**config.mk**
```make
export PLATFORM = sky130hd
export DESIGN_NAME = logic_fold_unit
export DESIGN_NICKNAME = d
export VERILOG_FILES = /design/src/rtl/logic_fold_unit.sv
export SDC_FILE = /design/constraint.sdc
export NUM_CORES = 1
export LEC_CHECK = 0
export CORE_UTILIZATION = 51
export DETAILED_ROUTE_END_ITERATION = 12
export PLACE_DENSITY = 0.75
export SLEW_MARGIN = 20
export SYNTH_ARGS = -nofsm -noshare
export SYNTH_HDL_FRONTEND = slang
export SYNTH_SLANG_ARGS = --single-unit
```
**constraint.sdc**
```tcl
create_clock -name clk -period 7.2 [get_ports clk]
set_input_delay 1.44 -clock clk [delete_from_list [all_inputs] [get_ports clk]]
set_output_delay 1.44 -clock clk [all_outputs]
set_load 0.01 [all_outputs]
```
**src/rtl/logic_fold_unit.sv**
```systemverilog
// Registered bitwise logic stage with valid/ready handshake.
// Folds multi-beat bursts into one result and counts the beats.
module logic_fold_unit #(
  parameter int WIDTH = 8,
  parameter int CNT_W = 8
) (
  input  logic             clk,
  input  logic             rst,
  input  logic             in_valid,
  output logic             in_ready,
  input  logic [WIDTH-1:0] in_a,
  input  logic [WIDTH-1:0] in_b,
  input  logic [2:0]       op,
  input  logic             acc_en,
  input  logic             in_last,
  output logic             out_valid,
  input  logic             out_ready,
  output logic [WIDTH-1:0] out_y,
  output logic [CNT_W-1:0] out_cnt
);

  typedef enum logic {IDLE, ACC} state_t;

  state_t state_q, state_d;
  logic [WIDTH-1:0] acc_q, acc_d;
  logic [WIDTH-1:0] out_y_q, out_y_d;
  logic [CNT_W-1:0] cnt_q, cnt_d;
  logic [CNT_W-1:0] out_cnt_q, out_cnt_d;
  logic [CNT_W-1:0] cnt_inc;
  logic [2:0]       op_l_q, op_l_d;
  logic             out_valid_q, out_valid_d;
  logic             fire, load;
  logic [1:0]       sel;
  logic [WIDTH-1:0] r, folded;

  function automatic logic [WIDTH-1:0] base(
    input logic [1:0]       s,
    input logic [WIDTH-1:0] a,
    input logic [WIDTH-1:0] b
  );
    logic [WIDTH-1:0] x;
    unique case (s)
      2'd0: x = a & b;
      2'd1: x = a | b;
      2'd2: x = a ^ b;
      2'd3: x = a;
    endcase
    return x;
  endfunction

  assign in_ready  = ~out_valid_q | out_ready;
  assign fire      = in_valid & in_ready;
  assign out_valid = out_valid_q;
  assign out_y     = out_y_q;
  assign out_cnt   = out_cnt_q;

  // Counter sticks at all-ones; the fold itself keeps going.
  assign cnt_inc = (&cnt_q) ? cnt_q : cnt_q + CNT_W'(1);

  assign sel = (state_q == ACC) ? op_l_q[1:0] : op[1:0];
  assign r   = base(sel, in_a, in_b);

  always_comb begin
    folded = r;
    unique case (op_l_q[1:0])
      2'd0: folded = acc_q & r;
      2'd1: folded = acc_q | r;
      2'd2: folded = acc_q ^ r;
      2'd3: folded = r;
    endcase
  end

  always_comb begin
    state_d   = state_q;
    acc_d     = acc_q;
    cnt_d     = cnt_q;
    op_l_d    = op_l_q;
    out_y_d   = out_y_q;
    out_cnt_d = out_cnt_q;
    load      = 1'b0;
    unique case (state_q)
      IDLE: begin
        if (fire) begin
          if (acc_en && !in_last) begin
            acc_d   = r;
            cnt_d   = CNT_W'(1);
            op_l_d  = op;
            state_d = ACC;
          end else begin
            load      = 1'b1;
            out_y_d   = op[2] ? ~r : r;
            out_cnt_d = CNT_W'(1);
          end
        end
      end
      ACC: begin
        if (fire) begin
          acc_d = folded;
          cnt_d = cnt_inc;
          if (in_last) begin
            load      = 1'b1;
            out_y_d   = op_l_q[2] ? ~folded : folded;
            out_cnt_d = cnt_inc;
            state_d   = IDLE;
          end
        end
      end
    endcase
    out_valid_d = load | (out_valid_q & ~out_ready);
  end

  always_ff @(posedge clk) begin
    if (rst) begin
      state_q     <= IDLE;
      acc_q       <= '0;
      cnt_q       <= '0;
      op_l_q      <= '0;
      out_y_q     <= '0;
      out_cnt_q   <= '0;
      out_valid_q <= 1'b0;
    end else begin
      state_q     <= state_d;
      acc_q       <= acc_d;
      cnt_q       <= cnt_d;
      op_l_q      <= op_l_d;
      out_y_q     <= out_y_d;
      out_cnt_q   <= out_cnt_d;
      out_valid_q <= out_valid_d;
    end
  end

endmodule

```
==> flow_metrics.tcl, run 1 <==
set metrics [dict create \
    hpwl_um 4904 \
    dr.first_iter.drc_count 134 \
    finalInstanceArea_mm2 0.003576 \
    p_switching_uw 172.6 \
    route.detailed.drc 0 \
    grt_pass1_vias 2518 \
    clkLatencyLatePin_ns 0.29 \
    grt_max_degree 39 \
    nets 430 \
    r2r_slack_ns 4.05 \
    cts_buffer_depth 2 \
    p_int_uw 371.9 \
    synthMuxAreaShare 0.1451 \
    synth_top_cell_by_area "dfxtp_1" \
    p_leak_nw 1.492 \
    reg2regPathDepth 9 \
    io_pins 43 \
    stdcell_count 445 \
    ys_async_sr_fraction 0 \
    synth_top_family_by_area "compound AO/OA/AOI/OAI gates" \
    multi_input_area_mm2 0.002018 \
    p_sw_frac 0.3170 \
    power.total_uw 544.6 \
    syn_area_per_cell_um2 8.871 \
    power_frac_comb 0.303 \
    fmax_ghz 0.2390 \
    seqPwrFrac 0.409 \
    fin_setup_tns_ns 0 \
    placedInstanceArea_mm2 0.003480 \
    dp.cells 437 \
    grt_pass1_wl_um 11590 \
    rr_startpoint "state_q" \
    vias 2590 \
    synth_nets 401 \
    tightest_slew_ns 0.9019 \
    pwr-share-clk 0.288 \
    status "finished, final reports clean" \
    synth_cell_types 49 \
    routed_wl_um 6726 \
    synth_area_leaders "dfxtp_1, ha_1, mux4_2" \
    drtPass1Iterations 4 \
    crit_required_ns 7.34 \
    cap_violations 0 \
    clock-sinks 37 \
    grtUsageTotal 0.2321 \
    cts_resized 0 \
    die_h_um 79.25 \
    synth_top_area_frac 0.2434 \
    hold_path.class "flip-flop to flip-flop" \
    n_fill_cell 506 \
    start_util 0.5394 \
    maxSlewHeadroom 0.3975 \
    ant_nets 0 \
    ys.flop_type "dfxtp_1" \
    diodes 0 \
    hold_buffers 0 \
    synth_xor_area_frac 0.02878 \
    place_congestion 0.8178 \
    hp-start "out_cnt[4]" \
    cts_setup_buffers 0 \
    critPathMaxFanout 10 \
    finalMaxSlewViolations 0 \
    overflow 0 \
    worst_clock_skew_ns 0.002647 \
    syn_area_mm2 0.003043 \
    whs_path_depth 2 \
    finalCritPeriodShare 0.5812 \
    h-tree-depth 2 \
    worstHoldEndpoint "out_cnt[4]" \
    die-area_mm2 0.006280 \
    path_clk_slew_ns 0.08 \
    period_minus_slack_ns 4.185 \
    rows 27 \
    crit_type "primary input to flip-flop" \
    die_w_um 79.25 \
    fp.coreArea_mm2 0.005642 \
    regArea_um2 740.7 \
    yosysWarnings 0 \
    cts_tree "done" \
    setup_viol 0 \
    rsz0062_at_grt "no" \
    area_delta_synth_final_pct 17.52 \
    cts_buffers 5 \
    netlist_instances 343 \
    synth-compound-area-share 0.2286 \
    synthSimpleGateAreaFrac 0.1250 \
    hold_viol_final 0 \
    antenna_found_initial 0 \
    worst_setup_path_start_kind "primary input" \
    ys_ff_latch 37 \
    io_buffer_count 42 \
    synth-edff-count 0 \
    drive_gt1_frac 0.09115 \
    cp-end-kind "flip-flop" \
    max-vdd-ir-drop_v 0.0001008 \
    synthAdderAreaFrac 0.1357 \
    cts_root_buf "clkbuf_8" \
    critPathArrivalTime_ns 4.33 \
    viasPerCell 5.820 \
    seq_area_frac_synth 0.2434 \
    powerDensity_mw_per_mm2 152.3 \
    wl_per_cell_um 15.11 \
    r2r-end "acc_q[2]" \
]
==> layer usage <==
layer | GRT usage | wire [um] | vias to the layer above
li1 | - | - | 1293
met1 | 0.3159 | 3206 | 1233
met2 | 0.3810 | 3183 | 54
met3 | 0.02874 | 229 | 10
met4 | 0.07273 | 107 | 0
met5 | 0 | 0 | -
==> Yosys cell counts, types with 2 or more instances <==
cell type / count
inv_1: 48
a221oi_2: 6
a221oi_1: 2
dfxtp_1: 37
nor3_1: 3
xnor2_1: 7
and3_1: 3
nand3_1: 4
a211oi_1: 30
nor2_1: 17
and4_1: 2
a21oi_1: 18
o32ai_1: 7
clkbuf_1: 18
and2_1: 3
nand3b_1: 2
buf_2: 2
mux4_2: 13
o21ai_0: 6
xor2_1: 3
nand4_1: 2
a22oi_1: 3
mux2i_1: 6
nand2_1: 23
or3_1: 2
o21bai_1: 7
mux4_1: 2
ha_1: 33
a31oi_1: 3
buf_1: 2
nor2b_1: 11
==> final cells by class <==
class                   count  share of cell area
multi-input cells         234              0.5644
flip-flops and latches     37              0.2071
repair buffers             46              0.1260
inverters                  48             0.05038
well taps                  72             0.02519
clock buffers               6             0.02309
clock inverters             2            0.003849
==> worst max-delay path by stage <==
| stage | cells after the start | end | slack [ns] | from |
|---|---|---|---|---|
| final | 8 | acc_q[6] | 3.02 | op[1] |
| after global placement | 8 | acc_q[5] | 2.80 | op[1] |
| after floorplan | 10 | out_y[0] | 3.53 | op[0] |
| after detailed placement | 8 | acc_q[6] | 2.69 | op[1] |
| after global routing | 10 | acc_q[6] | 2.78 | op[1] |
| after CTS | 8 | acc_q[6] | 3.00 | op[1] |
==> per-stage QoR <==
stage	util	hold slack, ns	setup WS [ns]
finish	0.6338	0.4548	3.015
global route	0.6338	0.4718	2.779
CTS	0.6338	0.4568	2.996
detailed placement	0.6168	0.4453	2.692
global placement	0.6168	0.4444	2.795
floorplan	-	0.4648	3.533
==> power by group through the flow <==
stage / Combinational [mW] / Sequential [mW] / Clock [mW]
finish: 0.165 / 0.223 / 0.157
global route: 0.184 / 0.224 / 0.168
CTS: 0.165 / 0.223 / 0.159
detailed placement: 0.164 / 0.228 / 0
global placement: 0.158 / 0.227 / 0
floorplan: 0.112 / 0.228 / 0
==> kinds of logic after synthesis <==
group           count (synthesis)
xor+xnor                       10
buf+inv                        72
compound gates                 92
fa+ha+maj                      33
simple gates                   76
mux                            23
flops                          37
==> worst max-delay path, stage by stage <==
cell,delay [ns]
clkdlybuf4s50_1,0.69
mux2i_4,0.50
mux4_2,0.63
ha_1,0.30
a211oi_1,0.30
a221oi_2,0.09
a211oi_1,0.29
a211oi_1,0.08
==> state kept, by name, summed over array words and instances (netlist names) <==
name / count
acc_q: 8
cnt_q: 8
op_l_q: 3
out_cnt: 8
out_valid: 1
out_y: 8
state_q: 1
==> layout by cell type (no fill, tap or decap), drive strengths merged, types with 8 or more instances in the layout <==
cell type	n
inv	48
a221oi	8
clkdlybuf4s50	42
nand2	23
a21oi	18
nor2	17
mux2i	8
mux4	15
dfxtp	37
a211oi	30
nor2b	11
ha	33
(Power assumes the default switching activity.)
==> inputs of run 2 (changes only) <==
CORE_UTILIZATION = 50   (was 51)
PLACE_DENSITY = 0.77   (was 0.75)
clock period = 3.4 ns   (was 7.2 ns; I/O delays follow)
==> run 2 against run 1 <==
Cell area up 2.9%. Sequential share of layout area shrank 0.58 points. Routed wire length is 3.4% higher. Hold slack about the same. Clock skew hardly changed. Combinational power grew 120%.
==> flow_metrics.tcl, run 2 (same netlist as run 1, synthesis figures left out) <==
set metrics [dict create \
    status "finished, final reports clean" \
    tightest_slew_ns 0.9170 \
    maxSlewHeadroom 0.3874 \
    regArea_um2 740.7 \
    r2r_slack_ns 0.55 \
    clock-sinks 37 \
    wl_per_cell_um 15.21 \
    cts_setup_buffers 0 \
    multi_input_area_mm2 0.002018 \
    die_h_um 80.01 \
    cts_buffer_depth 2 \
    grt_pass1_wl_um 11580 \
    crit_required_ns 3.58 \
    route.detailed.drc 0 \
    hold_path.class "flip-flop to flip-flop" \
    path_cells "clkdlybuf4s50_1, mux2i_2, buf_12, mux4_1, ha_1, a211oi_1, a221oi_2, a211oi_1, a211oi_1" \
    clkLatencyLatePin_ns 0.30 \
    fp.coreArea_mm2 0.005886 \
    fin_ws_ns 0.3847 \
    max-vdd-ir-drop_v 0.0001793 \
    place_ws_ns 0.04918 \
    h-tree-depth 2 \
    cts_root_buf "clkbuf_8" \
    hold_buffers 0 \
    nets 439 \
    finalMaxSlewViolations 0 \
    crit_type "primary input to flip-flop" \
    cts_resized 0 \
    r2r-end "acc_q[4]" \
    setup_viol 0 \
    layout_common_cells "inv_1, clkdlybuf4s50_1, dfxtp_1" \
    ant_nets 0 \
    hpwl_um 5075 \
    drtPass1Iterations 4 \
    viasPerCell 5.908 \
    layout_commonest_cell "inv_1" \
    place_congestion 0.7988 \
    cts_tree "done" \
    grt_pass1_vias 2564 \
    finalCritPeriodShare 0.8868 \
    routed_wl_um 6952 \
    die-area_mm2 0.006402 \
    dr.first_iter.drc_count 110 \
    worst_setup_path_start_kind "primary input" \
    cp-end-kind "flip-flop" \
    start_util 0.5170 \
    rows 28 \
    powerDensity_mw_per_mm2 334.6 \
    critPathMaxFanout 12 \
    reg2regPathDepth 8 \
    cp_common_cell "a211oi_1" \
    vias 2700 \
    area_delta_synth_final_pct 20.93 \
    rsz0062_at_grt "no" \
    grtUsageTotal 0.2358 \
    worst_clock_skew_ns 0.002183 \
    critPathArrivalTime_ns 3.19 \
    crit_slowest_cell "mux4_1" \
    cap_violations 0 \
    antenna_found_initial 0 \
    diodes 0 \
    path_clk_slew_ns 0.07 \
    endpoint "acc_q[1]" \
    fin_setup_tns_ns 0 \
    hold_viol_final 0 \
    critPathLaunch "op[0]" \
    drive_gt1_frac 0.1099 \
    overflow 0 \
    io_buffer_count 42 \
    worst_path_largest_cell_delay_ns 0.64 \
    die_w_um 80.01 \
    rr_startpoint "state_q" \
    fmax_ghz 0.3316 \
    cts_buffers 5 \
    n_fill_cell 502 \
    p_leak_nw 1.549 \
    period_minus_slack_ns 3.015 \
    grt_max_degree 29 \
    io_pins 43 \
]
## run 2: changes by cell type in the layout (fill, tap and decap cells not counted)
cell	previous run	this run
bufinv_16	0	1
clkbuf_1	0	1
clkinv_4	1	0
buf_12	0	1
buf_4	4	12
clkinv_2	1	0
## run 2: metrics by stage
step           utilization  cells  area, um^2  hold WS [ns]  power [mW]
2_1_floorplan            -    343        3043        0.4648      0.7202
3_3_place_gp        0.6054    449        3563        0.4417      0.8231
3_5_place_dp        0.6054    449        3563        0.4476      0.8393
4_1_cts             0.6252    457        3680        0.4580       1.237
5_1_grt             0.6252    457        3680        0.4685       1.296
6_report            0.6252    457        3680        0.4545       1.231
## run 2: report_power, final
group	internal (mW)	switching [mW]	leakage [nW]
clock	0.239	0.162	0.0585
combinational	0.178	0.181	1.19
sequential	0.455	0.0148	0.302
total	0.873	0.358	1.55
## run 2: routing by layer
metal  routed length [um]  track usage  part of all wire
met1                 2887       0.2591              0.42
met2                 3639       0.4444              0.52
met3                  295      0.03886             0.042
met4                  129      0.09464             0.019
met5                    0            0                 0
## run 2: how the worst min path moves through the flow
stage	start	to	slack, ns	cells past startpoint
detailed placement	out_cnt[6]	out_cnt[6]	0.45	2
global placement	out_cnt[6]	out_cnt[6]	0.44	2
CTS	out_cnt[6]	out_cnt[6]	0.46	2
finish	out_cnt[6]	out_cnt[6]	0.45	2
global route	out_cnt[6]	out_cnt[6]	0.47	2
floorplan	acc_q[1]	acc_q[1]	0.46	2
## run 2: worst max-delay path, delay by kind of cell
kind	cells	cell delay (ns)
multiplexers	2	0.85
AO/OA/AOI/OAI	4	0.72
buffers and inverters	2	0.63
adder cells (fa/ha/maj)	1	0.31
## run 2: layout make-up
type | count | area share
well taps | 75 | 0.02550
clock inverters | 1 | 0.008160
inverters | 48 | 0.04896
flip-flops and latches | 37 | 0.2013
multi-input cells | 234 | 0.5485
clock buffers | 7 | 0.02346
repair buffers | 55 | 0.1442
